[src/rtl/jump_addr_reg_if.sv]
// Bus interface for jump_addr_reg: data-bus input, lane strobes, sequencer
// handshake, address-bus drive and LED mirror.
// The optional increment port pair (inc/carry) exists only when
// JUMP_ADDR_INC_EN is defined.
interface jump_addr_reg_if #(
    parameter int DATA_W    = 8,
    parameter int NUM_BYTES = 2,
    parameter int ADDR_W    = DATA_W * NUM_BYTES
);
    logic [DATA_W-1:0]    data_in;
    logic [NUM_BYTES-1:0] ld_byte;
    logic                 seq_start;
    logic                 data_valid;
    logic                 sel_addr;
    logic                 seq_busy;
    logic                 seq_done;
    logic                 addr_oe;
    logic [ADDR_W-1:0]    addr_out;
    logic [ADDR_W-1:0]    content;
    logic [NUM_BYTES-1:0] led_ld;
    logic                 led_sel;
`ifdef JUMP_ADDR_INC_EN
    logic                 inc;
    logic                 carry;

    modport master (
        output data_in, ld_byte, seq_start, data_valid, sel_addr, inc,
        input  seq_busy, seq_done, addr_oe, addr_out, content, led_ld, led_sel, carry
    );
    modport slave (
        input  data_in, ld_byte, seq_start, data_valid, sel_addr, inc,
        output seq_busy, seq_done, addr_oe, addr_out, content, led_ld, led_sel, carry
    );
`else
    modport master (
        output data_in, ld_byte, seq_start, data_valid, sel_addr,
        input  seq_busy, seq_done, addr_oe, addr_out, content, led_ld, led_sel
    );
    modport slave (
        input  data_in, ld_byte, seq_start, data_valid, sel_addr,
        output seq_busy, seq_done, addr_oe, addr_out, content, led_ld, led_sel
    );
`endif
endinterface

[src/rtl/jump_addr_reg.sv]
// jump_addr_reg: multi-byte jump-address register (successor to the J1
// register). Lanes load from the data bus by direct strobes or through a
// sequenced MS-lane-first load; the assembled address drives the shared
// wired-OR address bus on select and load/select activity is mirrored to
// the LED bus.
// Optional feature macro: JUMP_ADDR_INC_EN (adds inc input / carry output).
module jump_addr_reg #(
    parameter int DATA_W    = 8,
    parameter int NUM_BYTES = 2,
    parameter int ADDR_W    = DATA_W * NUM_BYTES
) (
    input  logic            clk,
    input  logic            reset,
    jump_addr_reg_if.slave  bus
);
    localparam int KW = (NUM_BYTES > 1) ? $clog2(NUM_BYTES) : 1;

    typedef enum logic [1:0] {
        IDLE = 2'd0,
        LOAD = 2'd1,
        DONE = 2'd2
    } state_t;

    state_t               state;
    logic [KW-1:0]        k;
    logic                 busy_q;
    logic                 done_q;
    logic                 oe_q;
    logic [ADDR_W-1:0]    content_q;
    logic [NUM_BYTES-1:0] led_q;

    logic                 start;
    logic [NUM_BYTES-1:0] seq_wr;
    logic [NUM_BYTES-1:0] dir_wr;
    logic [NUM_BYTES-1:0] wr;
    logic [ADDR_W-1:0]    content_nxt;
    logic [NUM_BYTES-1:0] led_nxt;

`ifdef JUMP_ADDR_INC_EN
    logic                 do_inc;
    logic [ADDR_W-1:0]    content_inc;
    logic                 carry_q;
`endif

    // Lane write decode and next-content selection (sequenced > direct > increment)
    always_comb begin
        start       = (state == IDLE) && bus.seq_start;
        seq_wr      = '0;
        for (int unsigned i = 0; i < NUM_BYTES; i++) begin
            if ((state == LOAD) && bus.data_valid && (k == KW'(i)))
                seq_wr[i] = 1'b1;
        end
        dir_wr      = (busy_q || start) ? '0 : bus.ld_byte;
        // Both write sources carry data_in, so OR-ing them keeps the priority intact.
        wr          = seq_wr | dir_wr;
        content_nxt = content_q;
        led_nxt     = wr;
        for (int unsigned i = 0; i < NUM_BYTES; i++) begin
            if (wr[i])
                content_nxt[i*DATA_W +: DATA_W] = bus.data_in;
        end
`ifdef JUMP_ADDR_INC_EN
        do_inc      = bus.inc && !busy_q && (wr == '0);
        content_inc = content_q + 1'b1;
        if (do_inc) begin
            content_nxt = content_inc;
            // An increment rewrites the lanes whose byte actually changes.
            for (int unsigned i = 0; i < NUM_BYTES; i++)
                led_nxt[i] = (content_inc[i*DATA_W +: DATA_W] != content_q[i*DATA_W +: DATA_W]);
        end
`endif
    end

    // Sequenced-load FSM with registered busy/done flags
    always_ff @(posedge clk or posedge reset) begin
        if (reset) begin
            state  <= IDLE;
            k      <= '0;
            busy_q <= 1'b0;
            done_q <= 1'b0;
        end else begin
            case (state)
                IDLE: begin
                    done_q <= 1'b0;
                    if (bus.seq_start) begin
                        state  <= LOAD;
                        k      <= KW'(NUM_BYTES - 1);
                        busy_q <= 1'b1;
                    end
                end
                LOAD: begin
                    if (bus.data_valid) begin
                        if (k == '0) begin
                            state  <= DONE;
                            busy_q <= 1'b0;
                            done_q <= 1'b1;
                        end else begin
                            k <= k - 1'b1;
                        end
                    end
                end
                DONE: begin
                    state  <= IDLE;
                    done_q <= 1'b0;
                end
                default: begin
                    state  <= IDLE;
                    busy_q <= 1'b0;
                    done_q <= 1'b0;
                end
            endcase
        end
    end

    // Content, LED mirror and bus-enable registers
    always_ff @(posedge clk or posedge reset) begin
        if (reset) begin
            content_q <= '0;
            led_q     <= '0;
            oe_q      <= 1'b0;
`ifdef JUMP_ADDR_INC_EN
            carry_q   <= 1'b0;
`endif
        end else begin
            content_q <= content_nxt;
            led_q     <= led_nxt;
            oe_q      <= bus.sel_addr & ~busy_q;
`ifdef JUMP_ADDR_INC_EN
            carry_q   <= do_inc && (&content_q);
`endif
        end
    end

    assign bus.seq_busy = busy_q;
    assign bus.seq_done = done_q;
    assign bus.addr_oe  = oe_q;
    assign bus.addr_out = oe_q ? content_q : '0;
    assign bus.content  = content_q;
    assign bus.led_ld   = led_q;
    assign bus.led_sel  = oe_q;
`ifdef JUMP_ADDR_INC_EN
    assign bus.carry    = carry_q;
`endif

endmodule

[src/flat_wrapper.sv]
// flat-port wrapper written by rule: the top's interface ports become plain ports
module jump_addr_reg_flat 
#(
    parameter int DATA_W    = 8,
    parameter int NUM_BYTES = 2,
    parameter int ADDR_W    = DATA_W * NUM_BYTES
)
  (clk, reset, bus_data_in, bus_ld_byte, bus_seq_start, bus_data_valid, bus_sel_addr, bus_seq_busy, bus_seq_done, bus_addr_oe, bus_addr_out, bus_content, bus_led_ld, bus_led_sel);
  jump_addr_reg_if #(.DATA_W(DATA_W), .NUM_BYTES(NUM_BYTES), .ADDR_W(ADDR_W)) bus_i ();
  input  logic clk;
  input  logic reset;
  input wire logic [$bits(bus_i.data_in)-1:0] bus_data_in;
  input wire logic [$bits(bus_i.ld_byte)-1:0] bus_ld_byte;
  input wire logic [$bits(bus_i.seq_start)-1:0] bus_seq_start;
  input wire logic [$bits(bus_i.data_valid)-1:0] bus_data_valid;
  input wire logic [$bits(bus_i.sel_addr)-1:0] bus_sel_addr;
  output wire logic [$bits(bus_i.seq_busy)-1:0] bus_seq_busy;
  output wire logic [$bits(bus_i.seq_done)-1:0] bus_seq_done;
  output wire logic [$bits(bus_i.addr_oe)-1:0] bus_addr_oe;
  output wire logic [$bits(bus_i.addr_out)-1:0] bus_addr_out;
  output wire logic [$bits(bus_i.content)-1:0] bus_content;
  output wire logic [$bits(bus_i.led_ld)-1:0] bus_led_ld;
  output wire logic [$bits(bus_i.led_sel)-1:0] bus_led_sel;
  assign bus_i.data_in = bus_data_in;
  assign bus_i.ld_byte = bus_ld_byte;
  assign bus_i.seq_start = bus_seq_start;
  assign bus_i.data_valid = bus_data_valid;
  assign bus_i.sel_addr = bus_sel_addr;
  assign bus_seq_busy = bus_i.seq_busy;
  assign bus_seq_done = bus_i.seq_done;
  assign bus_addr_oe = bus_i.addr_oe;
  assign bus_addr_out = bus_i.addr_out;
  assign bus_content = bus_i.content;
  assign bus_led_ld = bus_i.led_ld;
  assign bus_led_sel = bus_i.led_sel;
  jump_addr_reg #(.DATA_W(DATA_W), .NUM_BYTES(NUM_BYTES), .ADDR_W(ADDR_W)) u_core (.clk(clk), .reset(reset), .bus(bus_i));
endmodule
[config.mk]
export PLATFORM = sky130hd
export DESIGN_NAME = jump_addr_reg_flat
export DESIGN_NICKNAME = d
export VERILOG_FILES = /design/src/rtl/jump_addr_reg_if.sv /design/src/rtl/jump_addr_reg.sv /design/src/flat_wrapper.sv
export SDC_FILE = /design/constraint.sdc
export NUM_CORES = 1
export LEC_CHECK = 0
export ABC_AREA = 1
export BUFFER_PORTS_ARGS = -buffer_cell sky130_fd_sc_hd__buf_2
export CELL_PAD_IN_SITES_DETAIL_PLACEMENT = 1
export CELL_PAD_IN_SITES_GLOBAL_PLACEMENT = 1
export CORE_MARGIN = 2
export CORE_UTILIZATION = 25
export CTS_CLUSTER_DIAMETER = 150
export DETAILED_ROUTE_END_ITERATION = 10
export PLACE_DENSITY_LB_ADDON = 0.1
export SYNTH_ARGS = -nofsm -noshare
export SYNTH_HDL_FRONTEND = slang
export SYNTH_SLANG_ARGS = --single-unit
[constraint.sdc]
create_clock -name clk -period 2.3 [get_ports clk]
set_input_delay 0.46 -clock clk [delete_from_list [all_inputs] [get_ports clk]]
set_output_delay 0.46 -clock clk [all_outputs]
set_load 0.02 [all_outputs]
=== Word level (Yosys, flattened, before mapping) ===
Cells that the tools add are included.

* Flip-flop bits (word level): 24

* $add $sub $neg: 1
* Equal/unequal tests: 5
* Mux-type cells: 18
* Bitwise logic cells: 5
* Reduce and logical (&&, ||, !) cells: 11

{| class="wikitable"
|+ Operator list
! cell !! number
|-
| $mux 16 || 1
|-
| $mux 1 || 10
|-
| $mux 2 || 4
|-
| $ne 2x2->1 const B || 3
|-
| $reduce_and 3->1 || 2
|-
| $logic_and 1x1->1 || 4
|-
| $pmux 2 s2 || 1
|-
| $reduce_and 4->1 || 1
|-
| $not 1->1 || 3
|-
| $pmux 1 s3 || 1
|-
| $eq 2x1->1 const B || 1
|-
| $eq 2x2->1 const B || 1
|-
| $logic_not 2->1 || 1
|-
| $or 2x2->2 || 1
|-
| $pmux 1 s2 || 1
|-
| $reduce_and 2->1 || 1
|-
| $reduce_bool 2->1 || 1
|-
| $and 1x1->1 || 1
|-
| $logic_or 1x1->1 || 1
|-
| $sub 1x1->1 const B || 1
|}

=== Depth between registers and ports, before layout ===
* Depth in word-level cells: 5
* Gate-level depth with buffers: 6
* Mapped depth without buffers: 6

=== Worst setup path before layout ===
OpenSTA, ideal clock, no wires.

* Kind: register to output
* Start: reg u_core.oe_q, in the netlist u_core.bus.addr_oe
* End: out bus_addr_out[4]
* Data arrival time: 1.090 ns
* Required time: 1.840 ns
* Setup slack: 0.750 ns
* Cell stages (with the launch flop): 5
* Path through: dfrtp_1 clkbuf_1 buf_2 nand2_1 inv_1

* Cells in the longest elaborated chain, start to end: 1

{| class="wikitable"
|+ Ends and longest elaborated chain
! item !! RTL line !! text
|-
| from (decl) || jump_addr_reg.sv:28 || <nowiki>logic oe_q;</nowiki>
|-
| from (signal assigned) || jump_addr_reg.sv:127 || <nowiki>oe_q <= bus.sel_addr & ~busy_q;</nowiki>
|-
| $mux 16 || jump_addr_reg.sv:137 || <nowiki>assign bus.addr_out = oe_q ? content_q : '0;</nowiki>
|-
| to (decl) || flat_wrapper.sv:20 || <nowiki>output wire logic [$bits(bus_i.addr_out)-1:0] bus_addr_out;</nowiki>
|}

Every way passes these cells.

=== Worst setup path in the final report ===
* Start: reg u_core.oe_q, in the netlist u_core.bus.addr_oe
* End: out bus_addr_out[14]

The elaborated chain is that of the path after synthesis.

==> impl_metrics.yaml <==
global_routing:
  track_usage_pct: 12.40
  grt_pass1_vias: 983
  grt_max_degree: 25
  overflow: 0
  grt_pass1_wl_um: 5009
  antenna_found_initial: 0
placed_design:
  hpwlAfterDp_um: 2292
  port_buffers: 52
  dp_slack_ps: 723.0
  place_congestion: 0.7210
  dpl_cell_area_um2: 1448
  place_inst: 236
sta:
  tns_ps: 0
  min_period_ps: 1795
  setup_ws_ps: 505.3
  worst_hold_slack_ps: 230.4
  max_slew_margin_pct: 61.88
  finalHoldViolCount: 0
  setup_viol: 0
  min_period_over_period_pct: 78.03
  skew_ps: 7.596
  tightest_slew_ps: 571.9
  maxSlewViolCount: 0
  rsz0062_at_grt: "no"
  max_freq_mhz: 557.2
clock_network:
  path_clk_slew_ps: 90
  root_buffer: "clkbuf_8"
  worstSkewPairLatency_ps: 260
  cts_max_path_buffers: 2
  cts.sinks: 24
  cts-buffers-inserted: 3
  cts_max_level: 1
  cts_resized: 0
  ctsHoldBuffers: 0
  post_cts_buffers: 0
  cts_tree: "yes"
floorplan:
  dieArea_um2: 5079
  die_h_um: 71.27
  rows: 24
  initial_core_util_pct: 25.98
  io_pins: 53
  die_w_um: 71.27
  core-area_um2: 4354
pwr:
  irDropWorstVdd_v: 0.0005949
  power-per-cell-area_nw_per_um2: 1461
  intPower_mw: 1.200
  p_clk_share_pct: 16.5
  power_frac_comb_pct: 47.8
  p_switching_mw: 1.020
  switching_share_pct: 45.93
  p_leak_nw: 0.9909
  seqPwrFrac_pct: 35.6
worst_setup_path:
  critical_path.max_stage_delay_ps: 710
  endpoint_kind: "primary output"
  rrSetupSlack_ps: 1110
  worst-setup-path-type: "flop to primary output"
  worst-r2r-cell-count: 6
  cp_max_fo: 18
  path_cells: "nand2_1 -> inv_1 -> buf_2"
  worstSetupStartpointType: "flop"
  r2r_start: "u_core.state[1]$_DFFE_PP0P_"
  reg2reg_to: "u_core.bus.content[15]$_DFFE_PP0P_"
  cp.required_ps: 1840
  cp_slowest_cell: "dfrtp_1"
  cp.arrival_ps: 1330
routing:
  wl_per_cell_um: 12.43
  first_pass_iters: 4
  drt_wl_total_um: 2982
  drtIter0Drc: 39
  ant_nets: 0
  via_per_inst: 4.158
  vias: 998
  route.detailed.drc: 0
logic_synthesis:
  synthesis.area_um2: 1131
  ys_seq_area_share_pct: 53.10
  synth_seq_cells: 24
  synth_largest_area_cell: "dfrtp_1"
  synth_top_area_share_pct: 53.10
  yosysWarnings: 0
  syn_nets: 149
  yosysUniqueCellTypes: 14
  syn-instance-count: 134
  synthTopCellsByArea: "dfrtp_1 53%, nand2_1 17%, inv_1 7.3%, nand3_1 7.1%, nand3_4 4.6%"
  avgSynthCellArea_um2: 8.441
final_layout:
  ff_latch_area_um2: 600.6
  antenna_cells: 0
  fill_cells: 547
  drive_gt1_share_pct: 36.70
  fin_nets: 204
  syn_to_final_growth_pct: 34.29
  finish.instance_area_um2: 1519
  fin_cells: 240
  multi_input_area_um2: 424.2
job:
  cap_violations: 0
outcome:
  status: "finished, final reports clean"
worst_hold_path:
  min_path_type: "primary input to async pin"
## cell usage after synthesis
| library cell | instances |
|---|---|
| nor2_4 | 2 |
| nand3_4 | 3 |
| nand3_1 | 16 |
| clkbuf_1 | 1 |
| dfrtp_1 | 24 |
| o21ai_0 | 3 |
| nand2_4 | 4 |
| nor2_1 | 3 |
| inv_2 | 2 |
| nand2_1 | 51 |
| nor2_2 | 1 |
| buf_4 | 1 |
| inv_1 | 22 |
| buf_2 | 1 |
## how the worst max path moves through the flow
stage | to | slack (ps) | depth (start not counted) | from
after floorplan | bus_addr_out[4] | 750 | 4 | u_core.bus.addr_oe$_DFF_PP0_
after global placement | bus_addr_out[5] | 820 | 3 | u_core.bus.addr_oe$_DFF_PP0_
after detailed placement | bus_addr_out[14] | 720 | 3 | u_core.bus.addr_oe$_DFF_PP0_
after CTS | bus_addr_out[14] | 420 | 3 | u_core.bus.addr_oe$_DFF_PP0_
after global routing | bus_addr_out[5] | 330 | 3 | u_core.bus.addr_oe$_DFF_PP0_
final | bus_addr_out[14] | 510 | 3 | u_core.bus.addr_oe$_DFF_PP0_
## flip-flops by register name, summed over array words and instances (netlist names)
signal and flops:
u_core.bus.content 16, u_core.bus.led_ld 2, u_core.state 2, u_core.bus.addr_oe 1
u_core.bus.seq_busy 1, u_core.bus.seq_done 1, u_core.k 1
## logic make-up after synthesis
| family | share of synthesized area [%] |
|---|---|
| buf+inv | 9.402 |
| compound gates | 1.327 |
| flops | 53.10 |
| simple gates | 36.17 |
## critical path, delay by kind of cell, from the launching register on
family	cells	cell delay, ps
buffers and inverters	2	230
and+or+nand+nor	1	120
DFF	1	710
## layout by cell type, fill, tap and decap left out
cell / instances
nand3_1: 16
dfrtp_1: 24
nand2_1: 51
bufinv_16: 1
inv_2: 2
inv_1: 22
clkbuf_8: 3
o21ai_0: 3
nor2_2: 1
nor2_1: 3
buf_4: 1
nand2_4: 4
buf_2: 52
nand3_4: 3
nor2_4: 2
## cell type report
| type | instances | area share (%) |
|---|---|---|
| clock buffers | 3 | 2.718 |
| clock inverters | 1 | 1.977 |
| inverters | 24 | 5.931 |
| multi-input cells | 83 | 27.92 |
| flip-flops and latches | 24 | 39.54 |
| well taps | 52 | 4.283 |
| repair buffers | 53 | 17.63 |
## through the flow
step                      utilization (%)  total power, mW
after floorplan                         -            1.519
after global placement              33.25            1.864
after detailed placement            33.25            1.891
after CTS                           34.89            2.274
after global routing                34.89            2.410
final                               34.89            2.220
## power groups by stage
stage / Combinational, mW / Clock, mW / Sequential, mW
global placement: 1.07 / 0 / 0.793
CTS: 1.09 / 0.384 / 0.801
floorplan: 0.539 / 0 / 0.980
finish: 1.06 / 0.367 / 0.791
global route: 1.18 / 0.398 / 0.830
detailed placement: 1.08 / 0 / 0.809
## layer usage
metal | share of wire [%] | wire (um) | vias to the layer above | GRT usage (%)
met5 | 0 | 0 | - | 0
met4 | 0.57 | 17 | 0 | 1.887
met3 | 5.5 | 164 | 2 | 2.672
met2 | 48 | 1441 | 29 | 20.06
met1 | 46 | 1359 | 454 | 17.54
li1 | - | - | 513 | -
No activity file was read; power rests on OpenSTA's default activity.
